**src/rtl/ball_link_scheduler.sv**
```systemverilog
// Sequences ball/lose frames to the opponent board as single-byte I2C register
// writes, with a gap between bytes, whole-frame retry on NACK/timeout, and abort.
module ball_link_scheduler #(
  parameter logic [6:0] SLAVE_ADDR     = 7'h42,
  parameter int         MAX_RETRY      = 3,
  parameter int         GAP_CYCLES     = 250,
  parameter int         TIMEOUT_CYCLES = 50000
) (
  input  logic       clk_25MHZ,
  input  logic       reset,
  input  logic       send_req,
  input  logic       lose_req,
  input  logic       abort,
  input  logic [9:0] ball_y,
  input  logic [7:0] ball_vy,
  input  logic [1:0] gravity_cnt,
  input  logic       fast_speed,
  output logic       i2c_start,
  output logic [6:0] i2c_addr,
  output logic [7:0] i2c_reg,
  output logic [7:0] i2c_wdata,
  input  logic       i2c_done,
  input  logic       i2c_ack_err,
  output logic       xfer_done,
  output logic       xfer_fail,
  output logic       busy,
  output logic [1:0] retry_cnt
);

  localparam int CNT_MIN = 17;
  localparam int CNT_REQ = ($clog2(TIMEOUT_CYCLES + 1) > $clog2(GAP_CYCLES + 1)) ?
                           $clog2(TIMEOUT_CYCLES + 1) : $clog2(GAP_CYCLES + 1);
  localparam int CNT_W   = (CNT_REQ > CNT_MIN) ? CNT_REQ : CNT_MIN;

  typedef enum logic [2:0] {IDLE, LATCH, ISSUE, WAIT_DONE, GAP, DONE, FAIL} state_t;

  state_t           state;
  logic [CNT_W-1:0] timer;
  logic [CNT_W-1:0] gap_cnt;
  logic [2:0]       byte_idx;
  logic             snap_lose;
  logic [9:0]       snap_y;
  logic [7:0]       snap_vy;
  logic [1:0]       snap_grav;
  logic             snap_fast;

  logic [7:0] cur_reg;
  logic [7:0] cur_data;
  logic       last_byte;
  logic       timeout_hit;
  logic       gap_end;
  logic       can_retry;

  assign i2c_addr = SLAVE_ADDR;
  assign busy     = (state != IDLE);

  // NOTE: every signal assigned in always_comb gets a default first, so no path can infer a latch.
  always_comb begin
    cur_reg     = snap_lose ? 8'd5 : {5'b0, byte_idx};
    cur_data    = 8'h00;
    last_byte   = snap_lose || (byte_idx == 3'd5);
    timeout_hit = (timer == CNT_W'(TIMEOUT_CYCLES - 1));
    gap_end     = (gap_cnt == CNT_W'(GAP_CYCLES - 1));
    can_retry   = (int'(retry_cnt) < MAX_RETRY);
    if (snap_lose) begin
      cur_data = 8'h01;
    end else begin
      case (byte_idx)
        3'd0:    cur_data = {snap_y[9:8], 6'b0};
        3'd1:    cur_data = snap_y[7:0];
        3'd2:    cur_data = snap_vy;
        3'd3:    cur_data = {6'b0, snap_grav};
        3'd4:    cur_data = {7'b0, snap_fast};
        default: cur_data = 8'h00;
      endcase
    end
  end

  // NOTE: sequential state uses non-blocking assignments only, so every register sees pre-edge values.
  always_ff @(posedge clk_25MHZ or posedge reset) begin
    if (reset) begin
      state     <= IDLE;
      timer     <= '0;
      gap_cnt   <= '0;
      byte_idx  <= '0;
      snap_lose <= 1'b0;
      snap_y    <= '0;
      snap_vy   <= '0;
      snap_grav <= '0;
      snap_fast <= 1'b0;
      i2c_start <= 1'b0;
      i2c_reg   <= '0;
      i2c_wdata <= '0;
      xfer_done <= 1'b0;
      xfer_fail <= 1'b0;
      retry_cnt <= '0;
    end else begin
      i2c_start <= 1'b0;
      xfer_done <= 1'b0;
      xfer_fail <= 1'b0;
      if (abort) begin
        // Restart wins over everything, including a done arriving this same cycle.
        state     <= IDLE;
        retry_cnt <= '0;
      end else begin
        case (state)
          IDLE: begin
            if (lose_req || send_req) begin
              state     <= LATCH;
              snap_lose <= lose_req;
              snap_y    <= ball_y;
              snap_vy   <= ball_vy;
              snap_grav <= gravity_cnt;
              snap_fast <= fast_speed;
              byte_idx  <= '0;
              retry_cnt <= '0;
            end
          end
          LATCH: begin
            state     <= ISSUE;
            i2c_start <= 1'b1;
            i2c_reg   <= cur_reg;
            i2c_wdata <= cur_data;
          end
          ISSUE: begin
            state <= WAIT_DONE;
            timer <= '0;
          end
          WAIT_DONE: begin
            if (i2c_done && !i2c_ack_err) begin
              if (last_byte) begin
                state     <= DONE;
                xfer_done <= 1'b1;
              end else begin
                byte_idx <= byte_idx + 3'd1;
                state    <= GAP;
                gap_cnt  <= '0;
              end
            end else if (i2c_done || timeout_hit) begin
              if (can_retry) begin
                retry_cnt <= retry_cnt + 2'd1;
                byte_idx  <= '0;
                state     <= GAP;
                gap_cnt   <= '0;
              end else begin
                state     <= FAIL;
                xfer_fail <= 1'b1;
              end
            end else begin
              timer <= timer + CNT_W'(1);
            end
          end
          GAP: begin
            if (gap_end) begin
              state     <= ISSUE;
              i2c_start <= 1'b1;
              i2c_reg   <= cur_reg;
              i2c_wdata <= cur_data;
            end else begin
              gap_cnt <= gap_cnt + CNT_W'(1);
            end
          end
          DONE:    state <= IDLE;
          FAIL:    state <= IDLE;
          default: state <= IDLE;
        endcase
      end
    end
  end

endmodule

```
**config.mk**
```make
export PLATFORM = sky130hd
export DESIGN_NAME = ball_link_scheduler
export DESIGN_NICKNAME = d
export VERILOG_FILES = /design/src/rtl/ball_link_scheduler.sv
export SDC_FILE = /design/constraint.sdc
export NUM_CORES = 1
export LEC_CHECK = 0
export ABC_CLOCK_PERIOD_IN_PS = 7860
export CAP_MARGIN = 30
export CORE_ASPECT_RATIO = 0.6
export CORE_MARGIN = 2
export CORE_UTILIZATION = 48
export DETAILED_ROUTE_END_ITERATION = 7
export GPL_TIMING_DRIVEN = 1
export PLACE_DENSITY = 0.71
export SLEW_MARGIN = 0
export SYNTH_ARGS = -nofsm -noshare
export SYNTH_HDL_FRONTEND = slang
export SYNTH_SLANG_ARGS = --single-unit
```
**constraint.sdc**
```tcl
create_clock -name clk_25MHZ -period 7.86 [get_ports clk_25MHZ]
set_input_delay 2.358 -clock clk_25MHZ [delete_from_list [all_inputs] [get_ports clk_25MHZ]]
set_output_delay 2.358 -clock clk_25MHZ [all_outputs]
set_load 0.02 [all_outputs]
```
Yosys cells after proc, flatten, opt, wreduce, memory -nomap -nowiden
Index checks and enable logic that the tools add are counted.

Register bits after elaboration: 83. Bits in latches: 0. RAM bits: 0. ROM bits: 0. Output and inout bits: 29. Memories kept: 0.

Add/subtract/negate cells: 4. Multipliers: 0. Divide/modulo/power cells: 0. Order comparisons: 1. Equality and inequality tests: 25. Shift operators: 0. Multiplexer cells: 48. Bitwise gates (word level): 1. Reductions and logical operators: 20.

Operators with widths (number): 17-bit two-way mux (7); 17-bit case mux with 2 select lines (2); 8-bit case mux with 5 select lines (1); 17-bit by 1-bit adder with 17-bit output (second input constant) (2); 3-bit two-way mux (11); 8-bit case mux with 2 select lines (2); 8-bit two-way mux (3); 3-bit != test (second input constant) (8); 17-bit by 16-bit equality test with 1-bit output (second input constant) (1); 17-bit by 8-bit equality test with 1-bit output (second input constant) (1); 3-bit case mux with 5 select lines (1); 3-bit by 2-bit equality test with 1-bit output (second input constant) (4); 1-bit two-way mux (12); 2-bit two-way mux (6); 6-bit AND reduction (2); 2-bit != test (second input constant) (5); 3-bit equality test (second input constant) (3); 3-bit AND reduction (3); 2-bit nonzero test (4); 3-bit by 1-bit equality test with 1-bit output (second input constant) (2); 3-bit zero test (2); 3-bit case mux with 2 select lines (1); 3-bit nonzero test (2); 5-bit AND reduction (1); 11 further kinds (13).

Longest topological paths before layout
Depth in word-level cells: 6. Mapped depth: 8. Gate-level depth less buffers: 7.

Least setup slack after synthesis
Ideal clock, no wire load.

Path type: in2reg. From: input port abort. To: register timer[11]. Arrival: 3652 ps. Data required time: 7782 ps. Path slack: 4130 ps. Stages: 5. Buffers on the path: 1. Path through: clkbuf_1 a211oi_2 o31ai_2 or4_1 a21oi_1.

Word-level cells in the longest chain between the ends: 2.

RTL lines: from (decl) (RTL line 13) `input logic abort,`; 1-bit inverter (no line); 4-bit AND reduction (no line); to (signal assigned) (RTL line 150) `timer <= timer + CNT_W'(1);`; to (decl) (RTL line 38) `logic [CNT_W-1:0] timer;`.

Every way passes these cells. A chain may end at the register's enable or synchronous reset.

Final worst setup path
Ends and elaborated chain as after synthesis.

==> results.env <==
FIN_CRIT_NS=4.420
DIE_AR_UM2=9547
YOSYSUNIQUECELLTYPES=65
WORST_EP_REQUIRED_TIME_NS=8.11
WL_UM=9777
LEADING_CELL_TYPE_IN_THE_LAYOUT_FILL_AND_TAPS_EXCLUDED='dfrtp_1'
ANTENNA_FOUND_INITIAL=0
POST_ROUTE_CELLS_DRIVE_ABOVE_1_SHARE_PCT=13.33
NETLIST_AREA_UM2=4204
HOLD_CLASS='reg -> reg'
DIODES=0
TIGHTEST_SLEW_NS=1.022
FLOORPLAN.CORE_AREA_UM2=8523
SYN_INST=419
REPORT.FINAL.HOLD_VIOL_COUNT=0
GRT_PASS1_VIAS=3081
FILLER_CELL_COUNT=690
SETUP.WORST_PATH.CLASS='in -> reg'
YS_DOMINANT_REG_CELL='dfrtp_1'
DETAIL_ROUTE.WL_PER_CELL_UM=16.94
PIN_COUNT=57
WORST_R2R_ENDPOINT='gap_cnt[2]'
CHIPHEIGHT_UM=76.49
CTS_TREE='done'
SYNTH_ENABLE_FLOP_CELLS=0
DR.FIRST_ITER.DRC_COUNT=250
TIMING.FINAL.CRIT_SHARE_PCT=56.24
WORSTSETUPSTARTPOINTTYPE='input pin'
POST_CTS_RESIZE_COUNT=0
TIMING.FINAL.SETUP_VIOLATIONS=0
NETLIST.TOP_CELL.BY_AREA='dfrtp_1'
WORST_IR_DROP_VDD_V=0.0001067
CRIT-REG2REG-LAUNCH='byte_idx[1]'
PER_CELL_VIA_COUNT_IN_THE_ROUTED_DESIGN=6.014
TRITONCTS.NUM_BUFFERS=9
DRC=0
R2R_CELLS=8
DIEWIDTH_UM=124.8
GLOBALROUTEOVERFLOWTOTAL=0
INITIAL_UTILIZATION_PCT=49.32
YS_FF_LATCH=78
COMMONEST_NON_FILL_NON_TAP_CELLS_IN_THE_LAYOUT='78 x dfrtp_1, 44 x clkdlybuf4s50_1, 39 x nand2_1, 30 x a21oi_1, 27 x nor2_1'
SYNTH.YOSYS.WARNINGS=0
TIMING.HOLD.WORST_PATH_DEPTH=2
RSZ0062_AT_GRT='false'
POWER.DENSITY_nW_PER_UM2=239.0
CTS_SETUP_BUFFERS=0
DETAILED_PLACE_HPWL_UM=7061
MULTI_INPUT_COMB_AREA_UM2=2057
WORSTPATHMAXFANOUT=17
PEAK_FREQ_GHz=0.2262
LEAK_PWR_uW=0.002055
SYN_AVG_CELL_AREA_UM2=10.03
LAYOUT.CORE_UTILIZATION_PCT=58.71
NUMCLOCKSINKS=78
TIMING.SETUP.TNS_NS=0
TIMING.CRITICAL_PATH.TO_TYPE='flop'
MAXCAPVIOLCOUNT=0
SEQCELLAREA_UM2=1952
FINAL.SETUP_SKEW_NS=0.008571
SETUP_SLACK_REG_TO_REG_NS=5.36
CTS_HOLD_BUF=0
MIN-DELAY-START='i2c_wdata[0]'
GLOBALPLACE.CONGESTION=0.9055
GRT_FIRST_PASS_WIRELENGTH_UM=15980
CLOCK_INSERTION_DELAY_WORST_SKEW_NS=0.33
CELL_ROWS=26
TIMING.FINAL.MAX_SLEW_VIOLATIONS=0
DR_TOTAL_VIAS=3470
LAYOUT_TOP_REGISTERS='gap_cnt x17, timer x17, snap_y x10'
POST-SYNTH-TOP-AREA-FRACTION_PCT=46.43
BUFS_ON_LONGEST_CLOCK_PATH=2
SYNTHTOLAYOUTAREAGROWTH_PCT=19.02
NUMPORTBUFFERS=44
CTSROOTBUFFERMASTER='clkbuf_16'
YS_TOP_CELLS_BY_AREA='dfrtp_1 46%, mux2_2 5.9%, a21oi_1 3.6%, nand2_1 3.5%, ha_1 2.7%'
OUTCOME='finished clean'
GLOBALROUTETOTALUTIL_PCT=20.84
ASYNC_FLOP_SHARE_PCT=100.0
MIN_DELAY_WORST_ENDPOINT='i2c_wdata[0]'
TIMING.CRITICAL_PATH.ARRIVAL_NS=4.67
TIMING.MAX_SLEW.REL_SLACK_PCT=31.44
DETAIL_ROUTE.FIRST_PASS.ITERATIONS=4
FINALNETCOUNT=497
ANT_NETS=0
CLKSLEWWORSTSETUPHOLDPATHS_NS=0.06
YS_SEQ_AREA_SHARE_PCT=46.43
H-TREE-DEPTH=3
GRT_MAX_DEGREE=52
how the worst max path moves through the flow:
stage	endpoint	cells after the start	start	slack, ns
2_1_floorplan	byte_idx[0]	1	reset	3.51
3_3_place_gp	snap_vy[5]	5	lose_req	3.23
3_5_place_dp	timer[11]	5	abort	3.15
4_1_cts	timer[11]	5	abort	3.48
5_1_grt	timer[11]	5	abort	3.30
6_report	timer[11]	5	abort	3.44
power by group:
| part | internal [uW] | switching [uW] |
|---|---|---|
| clock network | 263 | 155 |
| logic | 125 | 125 |
| registers | 472 | 56.5 |
per-layer routing:
metal / global-route usage (%) / part of all wire (%) / up-vias
li1: - / - / 1628
met1: 33.55 / 51 / 1702
met5: 0 / 0 / -
met3: 4.916 / 7.2 / 11
met2: 27.87 / 41 / 129
met4: 5.000 / 0.74 / 0
kinds of logic (layout without fill, tap and decap cells):
group | count (synthesis) | in the layout | share of synthesized area [%]
buffers and inverters | 41 | 77 | 5.595
other | 2 | 12 | 0.1786
DFF | 78 | 78 | 46.43
muxes | 23 | 23 | 6.131
AOI/OAI and AO/OA | 115 | 115 | 19.44
xor gates and xnor gates | 5 | 5 | 1.042
and+or+nand+nor | 146 | 146 | 18.51
adders and majority gates | 9 | 9 | 2.679
synthesized netlist by cell type (all sizes together) (2+ instances only):
library cell and count:
o32ai 2, conb 2, xor2 4, nor4 4, and3 4, nor3 10
a41oi 10, o211a 3, nand2b 7, nor2 29, or4 9, ha 9
buf 22, o41ai 7, nand3 14, nand3b 3, dfrtp 78, or3 7
a221o 2, a222oi 2, mux2 22, a22oi 6, a211oi 2, o21ai 25
a21oi 30, and2 3, o21a 2, inv 11, or2 2, nand2 39
o31ai 9, a31oi 6, nand4 8, clkbuf 8
layout make-up:
cell class	instances	area share, %
inverter	11	0.8252
tap	112	2.801
multi-input combinational	310	41.11
timing repair buffer	50	10.20
sequential	78	39.01
clock inverter	3	0.8502
clock buffer	13	5.201
metrics by stage:
step	instances	worst slack [ns]	area [um^2]	total power, uW	hold slack (ns)
after floorplan	429	3.507	4242	696.9	0.4653
after global placement	558	3.232	4653	773.1	0.4609
after detailed placement	561	3.149	4701	785.3	0.4693
after CTS	577	3.483	5004	1205	0.4823
after global routing	577	3.303	5004	1255	0.5192
final	577	3.440	5004	1196	0.4755
worst max-delay path, stage by stage:
cell and delay, ns:
clkdlybuf4s50_1 0.72, a211oi_2 0.52, o31ai_2 0.34, or4_1 0.57
a21oi_1 0.16
No activity file was read; power rests on OpenSTA's default activity.
